## src/rtl/ibex_wb_hold_stage.sv

```systemverilog
// Single-entry writeback hold stage: captures the EX result, waits for the LSU on memory ops,
// then issues one register-file write and one retire pulse. Optional macro: IBEX_WB_RETIRE_CNT_EN.
module ibex_wb_hold_stage #(
  parameter int unsigned RegAddrW = 5,
  parameter int unsigned PerfCntW = 32
) (
  input  logic                clk_i,
  input  logic                rst_i,
  input  logic                en_wb_i,
  input  logic [1:0]          instr_type_wb_i,
  input  logic [RegAddrW-1:0] rf_waddr_i,
  input  logic                rf_we_i,
  input  logic [31:0]         rf_wdata_ex_i,
  input  logic                lsu_resp_valid_i,
  input  logic [31:0]         lsu_rdata_i,
  input  logic                lsu_err_i,
  output logic                ready_wb_o,
  output logic                rf_we_o,
  output logic [RegAddrW-1:0] rf_waddr_o,
  output logic [31:0]         rf_wdata_o,
  output logic [31:0]         rf_wdata_fwd_o,
  output logic [RegAddrW-1:0] rf_waddr_fwd_o,
  output logic                rf_fwd_valid_o,
  output logic                outstanding_mem_o,
  output logic                instr_done_wb_o,
  output logic                lsu_err_wb_o,
  output logic [PerfCntW-1:0] perf_retired_o
);

  localparam logic [1:0] TypeLoad  = 2'd1;
  localparam logic [1:0] TypeStore = 2'd2;

  logic                valid_q, valid_d;
  logic [1:0]          type_q, type_d;
  logic [RegAddrW-1:0] waddr_q, waddr_d;
  logic [31:0]         wdata_q, wdata_d;
  logic                we_q, we_d;

  logic is_load, is_store, is_mem, wb_done, accept;

  always_comb begin
    is_load  = (type_q == TypeLoad);
    is_store = (type_q == TypeStore);
    is_mem   = is_load | is_store;
    // ALU entries finish in the cycle they occupy WB; memory entries wait for the response.
    wb_done  = valid_q & (is_mem ? lsu_resp_valid_i : 1'b1);
    // Held low during reset so every output reads 0 while rst_i is asserted.
    ready_wb_o = ~rst_i & (~valid_q | wb_done);
    accept     = en_wb_i & ready_wb_o;
  end

  always_comb begin
    valid_d = valid_q;
    type_d  = type_q;
    waddr_d = waddr_q;
    wdata_d = wdata_q;
    we_d    = we_q;
    if (accept) begin
      valid_d = 1'b1;
      type_d  = instr_type_wb_i;
      waddr_d = rf_waddr_i;
      wdata_d = rf_wdata_ex_i;
      we_d    = rf_we_i;
    end else if (wb_done) begin
      valid_d = 1'b0;
    end
  end

  always_ff @(posedge clk_i or posedge rst_i) begin
    if (rst_i) begin
      valid_q <= 1'b0;
      type_q  <= 2'd0;
      waddr_q <= '0;
      wdata_q <= '0;
      we_q    <= 1'b0;
    end else begin
      valid_q <= valid_d;
      type_q  <= type_d;
      waddr_q <= waddr_d;
      wdata_q <= wdata_d;
      we_q    <= we_d;
    end
  end

  always_comb begin
    rf_we_o    = 1'b0;
    rf_wdata_o = '0;
    if (valid_q) begin
      if (is_load) begin
        rf_we_o    = lsu_resp_valid_i & we_q & ~lsu_err_i;
        rf_wdata_o = lsu_rdata_i;
      end else if (!is_store) begin
        rf_we_o    = we_q;
        rf_wdata_o = wdata_q;
      end
    end
    rf_waddr_o        = valid_q ? waddr_q : '0;
    instr_done_wb_o   = valid_q & wb_done;
    lsu_err_wb_o      = instr_done_wb_o & is_mem & lsu_err_i;
    outstanding_mem_o = valid_q & is_mem;
    // Only ALU results are forwarded; load data comes straight from the LSU.
    rf_fwd_valid_o    = valid_q & ~is_mem & we_q;
    rf_wdata_fwd_o    = rf_fwd_valid_o ? wdata_q : '0;
    rf_waddr_fwd_o    = rf_fwd_valid_o ? waddr_q : '0;
  end

`ifdef IBEX_WB_RETIRE_CNT_EN
  logic [PerfCntW-1:0] retired_q;

  always_ff @(posedge clk_i or posedge rst_i) begin
    if (rst_i) begin
      retired_q <= '0;
    end else if (instr_done_wb_o) begin
      retired_q <= retired_q + 1'b1;
    end
  end

  assign perf_retired_o = retired_q;
`else
  assign perf_retired_o = '0;
`endif

endmodule

```

## config.mk

```make
export PLATFORM = sky130hd
export DESIGN_NAME = ibex_wb_hold_stage
export DESIGN_NICKNAME = d
export VERILOG_FILES = /design/src/rtl/ibex_wb_hold_stage.sv
export SDC_FILE = /design/constraint.sdc
export NUM_CORES = 1
export LEC_CHECK = 0
export CAP_MARGIN = 5
export CORE_UTILIZATION = 35
export DETAILED_ROUTE_END_ITERATION = 7
export DONT_BUFFER_PORTS = 1
export PLACE_DENSITY = 0.55
export SYNTH_ARGS = -nofsm -noshare
export SYNTH_HDL_FRONTEND = slang
export SYNTH_SLANG_ARGS = --single-unit
```

## constraint.sdc

```tcl
create_clock -name clk_i -period 3.22 [get_ports clk_i]
set_clock_uncertainty 0.1 [all_clocks]
set_input_delay 0 -clock clk_i [delete_from_list [all_inputs] [get_ports clk_i]]
set_output_delay 0 -clock clk_i [all_outputs]
set_load 0.005 [all_outputs]
```

Yosys cells after proc, flatten, opt, wreduce, memory -nomap -nowiden
Index checks and enable logic that the tools add are counted.
{"block": "classes", "muxes": 12, "bitwise": 17, "reduce_logical": 1, "n_eq_ne": 2}
{"operator": "32-bit two-way mux", "count": 4}
{"operator": "1-bit AND", "count": 11}
{"operator": "5-bit two-way mux", "count": 2}
{"operator": "1-bit two-way mux", "count": 6}
{"operator": "1-bit NOT", "count": 4}
{"operator": "2-bit by 1-bit == test with 1-bit output, second input constant", "count": 1}
{"operator": "2-bit == test, second input constant", "count": 1}
{"operator": "1-bit OR", "count": 2}
{"operator": "2-bit nonzero test", "count": 1}
{"block": "totals", "ff_bits": 41, "word_cells": 37, "output_inout_bits": 112}

Depth between registers and ports, before layout
Gate-level depths: netlist of run 1.
{"block": "logic_depth", "word_depth": 8, "mapped_depth": 7, "mapped_depth_nobuf": 5}

Worst setup path after synthesis of run 1
Ideal clock, no wire load.
{"block": "synth_timing", "path_type": "reg-to-reg", "from": "register type_q[0]", "to": "register type_q[0]", "synth_period_minus_slack_ns": 1.739, "setup_slack_ns": 1.481, "setup_time_ns": 0.125, "path_stages_with_launch": 7, "arrival_time_ns": 1.514, "path_cell_list": "dfrtp_1 -> inv_1 -> ha_1 -> nor3b_4 -> nor2_4 -> buf_6 -> mux2_4"}
{"block": "synth_between", "elab_chain_cells": 7, "word_cells_on_any_way": 8, "classes_between": "2 x eq/ne; 1 x mux; 5 x bitwise"}
{"element": "start: declaration", "line": "34", "rtl": "logic [1:0] type_q, type_d;"}
{"element": "start signal: assignment", "line": "78", "rtl": "type_q <= type_d;"}
{"element": "2-bit by 1-bit == test with 1-bit output / 2-bit == test (equally long branches)", "line": "42, 43"}
{"element": "1-bit OR *", "line": "44", "rtl": "is_mem = is_load | is_store;"}
{"element": "1-bit two-way mux *", "line": "46", "rtl": "wb_done = valid_q & (is_mem ? lsu_resp_valid_i : 1'b1);"}
{"element": "1-bit AND *", "line": "46"}
{"element": "1-bit OR *", "line": "48", "rtl": "ready_wb_o = ~rst_i & (~valid_q | wb_done);"}
{"element": "1-bit AND *", "line": "48"}
{"element": "1-bit AND *", "line": "49", "rtl": "accept = en_wb_i & ready_wb_o;"}
Mark *: on every way between the ends. The rest lies on a longest branch, timed or not.
A chain may end at the register's enable or synchronous reset.

Worst setup path after layout of run 1
{"block": "layout_timing", "from": "register type_q[0]", "to": "register wdata_q[14]"}
{"block": "layout_between", "elab_chain_cells": 7, "word_cells_on_any_way": 8, "classes_between": "2 x eq/ne; 1 x mux; 5 x bitwise"}
{"element": "2-bit by 1-bit == test with 1-bit output / 2-bit == test (equally long branches)", "line": "42, 43"}
{"element": "1-bit OR *", "line": "44"}
{"element": "1-bit two-way mux *", "line": "46"}
{"element": "1-bit AND *", "line": "46"}
{"element": "1-bit OR *", "line": "48"}
{"element": "1-bit AND *", "line": "48"}
{"element": "1-bit AND *", "line": "49"}
{"element": "end signal: assignment", "line": "80", "rtl": "wdata_q <= wdata_d;"}
{"element": "end: declaration", "line": "36", "rtl": "logic [31:0] wdata_q, wdata_d;"}
Marked as above.

==> results of run 1 <==
## routing by layer
layer | global-route usage | vias to the layer above | share of wire
met5 | 0 | - | 0
met4 | 0.0385 | 0 | 0.0092
met3 | 0.0372 | 5 | 0.070
met2 | 0.240 | 108 | 0.47
met1 | 0.183 | 957 | 0.45
li1 | - | 967 | -
## worst max-delay path: stages (launching register included)
cell,delay [ps]
dfrtp_1,390
inv_1,60
ha_1,370
nor3b_4,80
nor2_4,590
buf_4,520
mux2_4,340
## final cells by class
cell class | instances | area [sq um] | share of cell area
repair buffers | 49 | 475 | 0.139
flip-flops and latches | 41 | 1030 | 0.299
multi-input cells | 224 | 1700 | 0.495
well taps | 105 | 131 | 0.0383
clock buffers | 6 | 72.6 | 0.0212
clock inverters | 2 | 15.0 | 0.00438
inverters | 3 | 11.3 | 0.00328
## synth_stat cells (3+ instances only)
cell type and number:
and2_1 42, dfrtp_1 41, mux2_4 40, nor2b_1 33
buf_4 32, a21oi_1 31, nor3b_1 31, clkbuf_1 12
buf_1 4, buf_6 4, and3_1 3, buf_2 3
inv_1 3
## cells by family after synthesis
logic type	after synthesis
buffers and inverters	58
multiplexers	40
AND/OR/NAND/NOR	116
AO/OA/AOI/OAI	34
other	1
flip-flops	41
adder cells (fa/ha/maj)	2
## stage by stage
step / worst slack, ps / instances / hold slack, ps / utilization
3_3_place_gp: 676 / 379 / -54.7 / 0.355
3_5_place_dp: 604 / 379 / -56.1 / 0.355
5_1_grt: 448 / 430 / 46.8 / 0.418
4_1_cts: 580 / 430 / 31.7 / 0.418
2_1_floorplan: 1480 / 323 / -68.9 / -
6_report: 645 / 430 / 27.4 / 0.418
## flip-flops by register name, summed over array words and instances, names as in the netlist
signal and flops:
we_q 1, valid_q 1, wdata_q 32, type_q 2
waddr_q 5
## final timing paths
path	startpoint	end	slack, ps	cells after the start
setup reg to reg	type_q[0]	wdata_q[14]	640	6
hold / removal	lsu_resp_valid_i	instr_done_wb_o	30	1
min in group asynchronous	rst_i	wdata_q[1]	270	2
hold reg to reg	wdata_q[11]	wdata_q[11]	430	1
max in group asynchronous	rst_i	wdata_q[15]	2210	2
setup / recovery	type_q[0]	wdata_q[14]	640	6
## power by group through the flow
stage                     clock, mW  sequential, mW  combinational [mW]
after global placement            0           0.694               0.579
after CTS                     0.350           0.686               0.639
final                         0.331           0.686               0.632
after detailed placement          0           0.692               0.593
after global routing          0.371           0.703               0.706
after floorplan                   0           0.668               0.540
==> qor.yml, run 1 <==
clocking:
  cts.root.buffer_cell: "clkbuf_8"
  clock_latency_ps: 290
  cts_tree: "done"
  postCtsSetupBuffers: 0
  hold_buffers: 43
  cts_max_level: 2
  path_clk_slew_ps: 80
  numCtsBuffers: 5
  clockBufferDepth: 2
  postCtsResizedCells: 0
  numClockSinks: 41
yosys:
  postSynthAreaPerCell_sq_um: 10.2
  seq_area_frac_synth: 0.345
  ys_async_sr_fraction: 1.00
  ys_ff_latch: 41
  synth_cell_type_count: 23
  synthMuxAreaShare: 0.202
  synth-edff-count: 0
  netlist_area_sq_mm: 0.00298
  synth_ff_type: "dfrtp_1"
  synth_top_family_by_area: "simple AND/OR/NAND/NOR gates"
  yosys_warnings: 0
  yosys.area_share.simple: 0.260
  synth_area_leader_cell: "dfrtp_1"
  yosysTopAreaCellShare: 0.345
  synth_compound_area_frac: 0.0592
  postSynthCellCount: 292
  synth_fa_ha_area_frac: 0.00840
  synth_area_leaders: "dfrtp_1 34%, mux2_4 20%, and2_1 8.8%, buf_4 8.1%, nor3b_1 7.8%"
  synth_xor_area_frac: 0
floorplan:
  fp-row-count: 33
  die_w_microns: 94.2
  ios: 189
  initial_utilization: 0.362
  core-area_sq_mm: 0.00822
  die-area_sq_mm: 0.00888
  die_y_microns: 94.2
sta:
  fin_tns_setup_ps: 0
  worstMarginPinSlew_ps: 850
  period_minus_slack_ps: 2580
  relSlewSlack: 0.432
  rsz0062_at_grt: "false"
  post-route-period-util: 0.800
  hold_viol: 0
  drv_slew: 0
  fmax_ghz: 0.388
  setup_violations: 0
power:
  power_switching_uw: 547
  clkPwrFrac: 0.201
  intPower_mw: 1.10
  vdd_drop_max_mv: 0.232
  switching_share: 0.332
  seq_power_share: 0.416
  p_per_area_mw_per_mm2: 481
  p_leak_nw: 1.49
  p_total_mw: 1.65
  comb_power_share: 0.383
routing:
  vias: 2037
  wirelength_mm: 6.52
  routedWlPerCell_microns: 15.2
  drc_errors: 0
  ant_nets: 0
  vias_per_cell: 4.74
  first_iter_violations: 64
  firstDrtPassIters: 4
hold_path:
  min_path_type: "input port to primary output"
layout:
  nets: 403
  antenna_cells: 0
  areaGrowthSynthToFinish_pct: 15.2
  n_fill_cell: 801
  final_cell_mix: "43 x dlygate4sd3_1, 42 x and2_1, 41 x dfrtp_1"
  final_common_cell: "dlygate4sd3_1"
  final_area_sq_mm: 0.00343
  final_layout_size_suffix_gt1_frac: 0.175
critical_path:
  cp-start-kind: "register"
  crit_arrival_ps: 2650
  path_class: "register to register"
  cp_max_fo: 22
  worstSetupEndpointType: "register"
  required_ps: 3290
grt:
  gr-total-overflow: 0
  grt_pass1_vias: 1848
  grt_max_degree: 42
  grt_use_total: 0.144
  antenna_found_initial: 0
  grt_pass1_wl_mm: 9.62
place:
  portBuffers: 0
  hpwl_mm: 4.37
  gp_congestion: 0.692
  place_area_sq_mm: 0.00291
flow_run:
  drv_cap: 0
run_status:
  outcome: "complete, no violations"
No activity file was read; power rests on OpenSTA's default activity.
==> run 2: changes to the inputs <==
Settings changed: PLACE_DENSITY 0.55 to 0.57.
Clock period 3.22 ns to 2.1 ns, I/O delays scaled along.
==> run 2 against run 1 <==
Compared with the run above: non-clock buffer count is 1 higher; global-route usage is 0.53 points higher; sequential cell count stayed put; design area grew 1.5%; register-to-register slack got worse by 460 ps; maximum frequency rose by 34%; clock-buffer cell count rose by 1; largest power group unchanged; highest routed layer unchanged.
==> qor.yml, run 2 (synthesis gave the netlist of run 1 again) <==
run_status:
  outcome: "complete, no violations"
critical_path:
  r2r-end: "wdata_q[18]"
  crit_arrival_ps: 1990
  path_class: "register to register"
  r2r_cells: 6
  required_ps: 2170
  path_buf_inv: 2
  cp_max_fo: 19
  cp-start-kind: "register"
  worstSetupEndpointType: "register"
  path_cells: "inv_1 -> ha_2 -> nor3b_4 -> nor2_4 -> buf_4 -> mux2_4"
  crit_path_start: "type_q[0]"
  critPathTopFamily: "flip-flops"
  reg2reg_slack_ps: 180
  critPathCapture: "wdata_q[18]"
  worstReg2RegStart: "type_q[0]"
  crit_cells: 6
  max_stage_delay_ps: 400
  crit_slowest_cell: "dfrtp_1"
power:
  p_total_mw: 2.68
  p_leak_nw: 1.51
  p_per_area_mw_per_mm2: 768
  vdd_drop_max_mv: 0.313
routing:
  drc_errors: 0
  wirelength_mm: 6.58
  vias_per_cell: 4.72
  firstDrtPassIters: 4
  first_iter_violations: 54
  vias: 2034
  ant_nets: 0
  routedWlPerCell_microns: 15.3
grt:
  gr-total-overflow: 0
  gr-usage-met1: 0.176
  grt_pass1_wl_mm: 9.99
  top_usage_layer: "met2"
  met3_usage: 0.0348
  grt_max_degree: 42
  grt_use_total: 0.149
  grt_pass1_vias: 2005
  grt_use_met2: 0.269
  antenna_found_initial: 0
clocking:
  cts.root.buffer_cell: "clkbuf_8"
  postCtsSetupBuffers: 0
  cts_max_level: 2
  clockBufferDepth: 2
  cts_tree: "done"
  clock_latency_ps: 290
  numClockSinks: 41
  numCtsBuffers: 5
  path_clk_slew_ps: 80
floorplan:
  die-area_sq_mm: 0.00888
  die_w_microns: 94.2
  fp-row-count: 33
  core-area_sq_mm: 0.00822
  initial_utilization: 0.362
  die_y_microns: 94.2
  ios: 189
place:
  hpwl_mm: 4.31
  gp_congestion: 0.682
  portBuffers: 0
sta:
  period_minus_slack_ps: 1920
  fin_tns_setup_ps: 0
  worstMarginPinSlew_ps: 851
  hold_ws_ps: 26.2
  relSlewSlack: 0.432
  setup_violations: 0
  hold_viol: 0
  post-route-period-util: 0.912
  fmax_ghz: 0.522
  drv_slew: 0
  rsz0062_at_grt: "false"
layout:
  antenna_cells: 0
  final_layout_size_suffix_gt1_frac: 0.181
  final_common_cell: "dlygate4sd3_1"
  final_cell_mix: "43 x dlygate4sd3_1, 42 x and2_1, 41 x dfrtp_1"
  reg.largest.list: "wdata_q: 32 flops, waddr_q: 5 flops, type_q: 2 flops"
  areaGrowthSynthToFinish_pct: 16.9
  top_register: "wdata_q"
  largest_reg_flops: 32
  nets: 404
hold_path:
  min_path_type: "input port to primary output"
flow_run:
  drv_cap: 0
==> run 2: worst min-delay path by stage <==
stage	endpoint	startpoint	cells past startpoint	slack, ps
final	instr_done_wb_o	lsu_resp_valid_i	1	30
after global routing	instr_done_wb_o	lsu_resp_valid_i	1	40
after CTS	instr_done_wb_o	lsu_resp_valid_i	1	40
after detailed placement	ready_wb_o	rst_i	1	-60
after global placement	ready_wb_o	rst_i	1	-50
after floorplan	ready_wb_o	rst_i	1	-70
==> run 2: layer usage <==
layer | up-vias | part of all wire
met1 | 950 | 0.44
met2 | 116 | 0.49
met4 | 0 | 0.0074
met5 | - | 0
met3 | 4 | 0.064
li1 | 964 | -
==> run 2: power breakdown <==
part | internal, mW | total [mW] | switching [mW]
clock network | 0.388 | 0.651 | 0.263
registers | 0.942 | 1.05 | 0.110
logic | 0.519 | 0.972 | 0.454
==> run 2: worst reg2reg max path, cell delays in order (launching register included) <==
cell and delay (ps):
dfrtp_1 400, inv_1 70, ha_2 300, nor3b_4 270, nor2_4 80, buf_4 240, mux2_4 350
==> run 2: area by class of cell <==
| type | count | area (sq um) |
|---|---|---|
| Fill cell | 789 | 4730 |
| Multi-Input combinational cell | 224 | 1700 |
| Sequential cell | 41 | 1030 |
| Timing Repair Buffer | 50 | 495 |
| Tap cell | 105 | 131 |
| Clock buffer | 7 | 86.3 |
| Clock inverter | 1 | 30.0 |
| Inverter | 3 | 11.3 |
==> run 2: per-stage QoR <==
stage	worst slack (ps)	std cells	cell area, sq um	utilization
CTS	1.38	431	3480	0.423
floorplan	361	323	3090	-
global route	26.9	431	3480	0.424
finish	184	431	3480	0.424
detailed placement	141	380	2930	0.357
global placement	192	380	2930	0.357
==> run 2: what timing repair did <==
item                                    4_1_cts  5_1_grt
hold endpoints to repair                     83        0
hold buffers                                 43        0
gates resized for setup                       0        1
endpoints found under the setup margin        0       20
==> run 3: changes to the inputs <==
Settings changed: PLACE_DENSITY 0.57 to 0.55.
Clock period 2.1 ns to 2 ns, I/O delays scaled along.
==> run 3 against run 2 <==
Compared with the run above: critical endpoint is now valid_q; first-iteration DRC count decreased by 41%; power is 0.69% lower; design area fell by 0.18%; maximum frequency up 1.8%; die area did not move; sequential power increased by 6%; largest power group unchanged; critical path depth down 1; non-clock buffer count rose by 2; clock-buffer cell count decreased by 1.
==> qor.yml, run 3 (synthesis gave the netlist of run 1 again) <==
power:
  vdd_drop_max_mv: 0.318
  p_total_mw: 2.66
  p_per_area_mw_per_mm2: 764
  p_leak_nw: 1.51
clocking:
  clockBufferDepth: 2
  cts_tree: "done"
  cts.root.buffer_cell: "clkbuf_8"
  postCtsSetupBuffers: 0
  numCtsBuffers: 5
  cts_max_level: 2
  numClockSinks: 41
  path_clk_slew_ps: 80
  clock_latency_ps: 280
routing:
  routedWlPerCell_microns: 15.1
  ant_nets: 0
  firstDrtPassIters: 4
  first_iter_violations: 32
  drc_errors: 0
  wirelength_mm: 6.55
  vias_per_cell: 4.70
  vias: 2035
layout:
  final_common_cell: "dlygate4sd3_1"
  reg.largest.list: "wdata_q: 32 flops, waddr_q: 5 flops, type_q: 2 flops"
  antenna_cells: 0
  final_layout_size_suffix_gt1_frac: 0.186
  nets: 406
  final-instance-count-excl-fill: 433
  final_cell_mix: "43 x dlygate4sd3_1, 42 x and2_1, 41 x dfrtp_1"
  final_area_sq_mm: 0.00348
  utilization: 0.423
  areaGrowthSynthToFinish_pct: 16.7
  top_register: "wdata_q"
  largest_reg_flops: 32
flow_run:
  drv_cap: 0
sta:
  setup_violations: 0
  rsz0062_at_grt: "false"
  worstMarginPinSlew_ps: 849
  post-route-period-util: 0.941
  hold_viol: 0
  period_minus_slack_ps: 1880
  fin_ws_ps: 119
  relSlewSlack: 0.433
  hold_ws_ps: 21.9
  fin_tns_setup_ps: 0
  drv_slew: 0
  fmax_ghz: 0.532
critical_path:
  crit_arrival_ps: 2010
  worstSetupEndpointType: "register"
  cp-start-kind: "register"
  max_stage_delay_ps: 550
  cp_max_fo: 4
  path_buf_inv: 2
  crit_slowest_cell: "dlygate4sd3_1"
  critPathTopFamily: "buffers and inverters"
  path_cells: "inv_1 -> ha_2 -> nor3b_4 -> nand2b_1 -> dlygate4sd3_1"
  required_ps: 2120
  path_class: "register to register"
hold_path:
  min_path_type: "input port to primary output"
floorplan:
  fp-row-count: 33
  ios: 189
  initial_utilization: 0.362
  die_y_microns: 94.2
  die_w_microns: 94.2
  core-area_sq_mm: 0.00822
  die-area_sq_mm: 0.00888
place:
  place_area_sq_mm: 0.00296
  hpwl_mm: 4.52
  portBuffers: 0
  post-place-ws_ps: 120
  gp_congestion: 0.692
  dp.cells: 382
grt:
  grt_use_total: 0.146
  grt_max_degree: 42
  gr-total-overflow: 0
  antenna_found_initial: 0
  grt_pass1_wl_mm: 9.89
  grt_pass1_vias: 1981
run_status:
  outcome: "complete, no violations"
## run 3: changes by cell type in the layout (fill, tap and decap cells not counted), sizes merged
cell,change
buf,+2
bufinv,-1
clkbuf,-1
clkinv,+2
## run 3: path summary, 6_finish.rpt
kind                             startpoint         endpoint  slack [ps]  depth (start not counted)
min                        lsu_resp_valid_i  instr_done_wb_o          20                          1
max                               type_q[0]          valid_q         120                          5
min reg2reg                     wdata_q[10]      wdata_q[10]         420                          1
max reg2reg                       type_q[0]          valid_q         120                          5
max in group asynchronous             rst_i      wdata_q[16]         960                          2
min in group asynchronous             rst_i       wdata_q[1]         300                          2
## run 3: layout make-up
cell class                      instances  area [sq um]
Fill cell                             786          4740
Multi-Input combinational cell        224          1700
Sequential cell                        41          1030
Timing Repair Buffer                   52           523
Tap cell                              105           131
Clock buffer                            6          72.6
Inverter                                3          11.3
Clock inverter                          2          10.0
## run 3: routing by layer
metal | GRT usage | vias up | routed length, microns
met5 | 0 | - | 0
met4 | 0.0474 | 0 | 68
met3 | 0.0364 | 6 | 480
met2 | 0.248 | 109 | 3110
met1 | 0.181 | 948 | 2890
li1 | - | 972 | -
## run 3: report_power, final
| group | internal, mW | switching [mW] | leakage (nW) |
|---|---|---|---|
| Clock | 0.242 | 0.276 | 0.0450 |
| Combinational | 0.553 | 0.480 | 0.988 |
| Sequential | 0.989 | 0.117 | 0.481 |
## run 3: what timing repair did
action / in CTS / in global routing
resized for setup: 0 / 1
endpoints found under the setup margin: 0 / 1
hold buffers: 43 / 0
hold endpoints to repair: 83 / 0
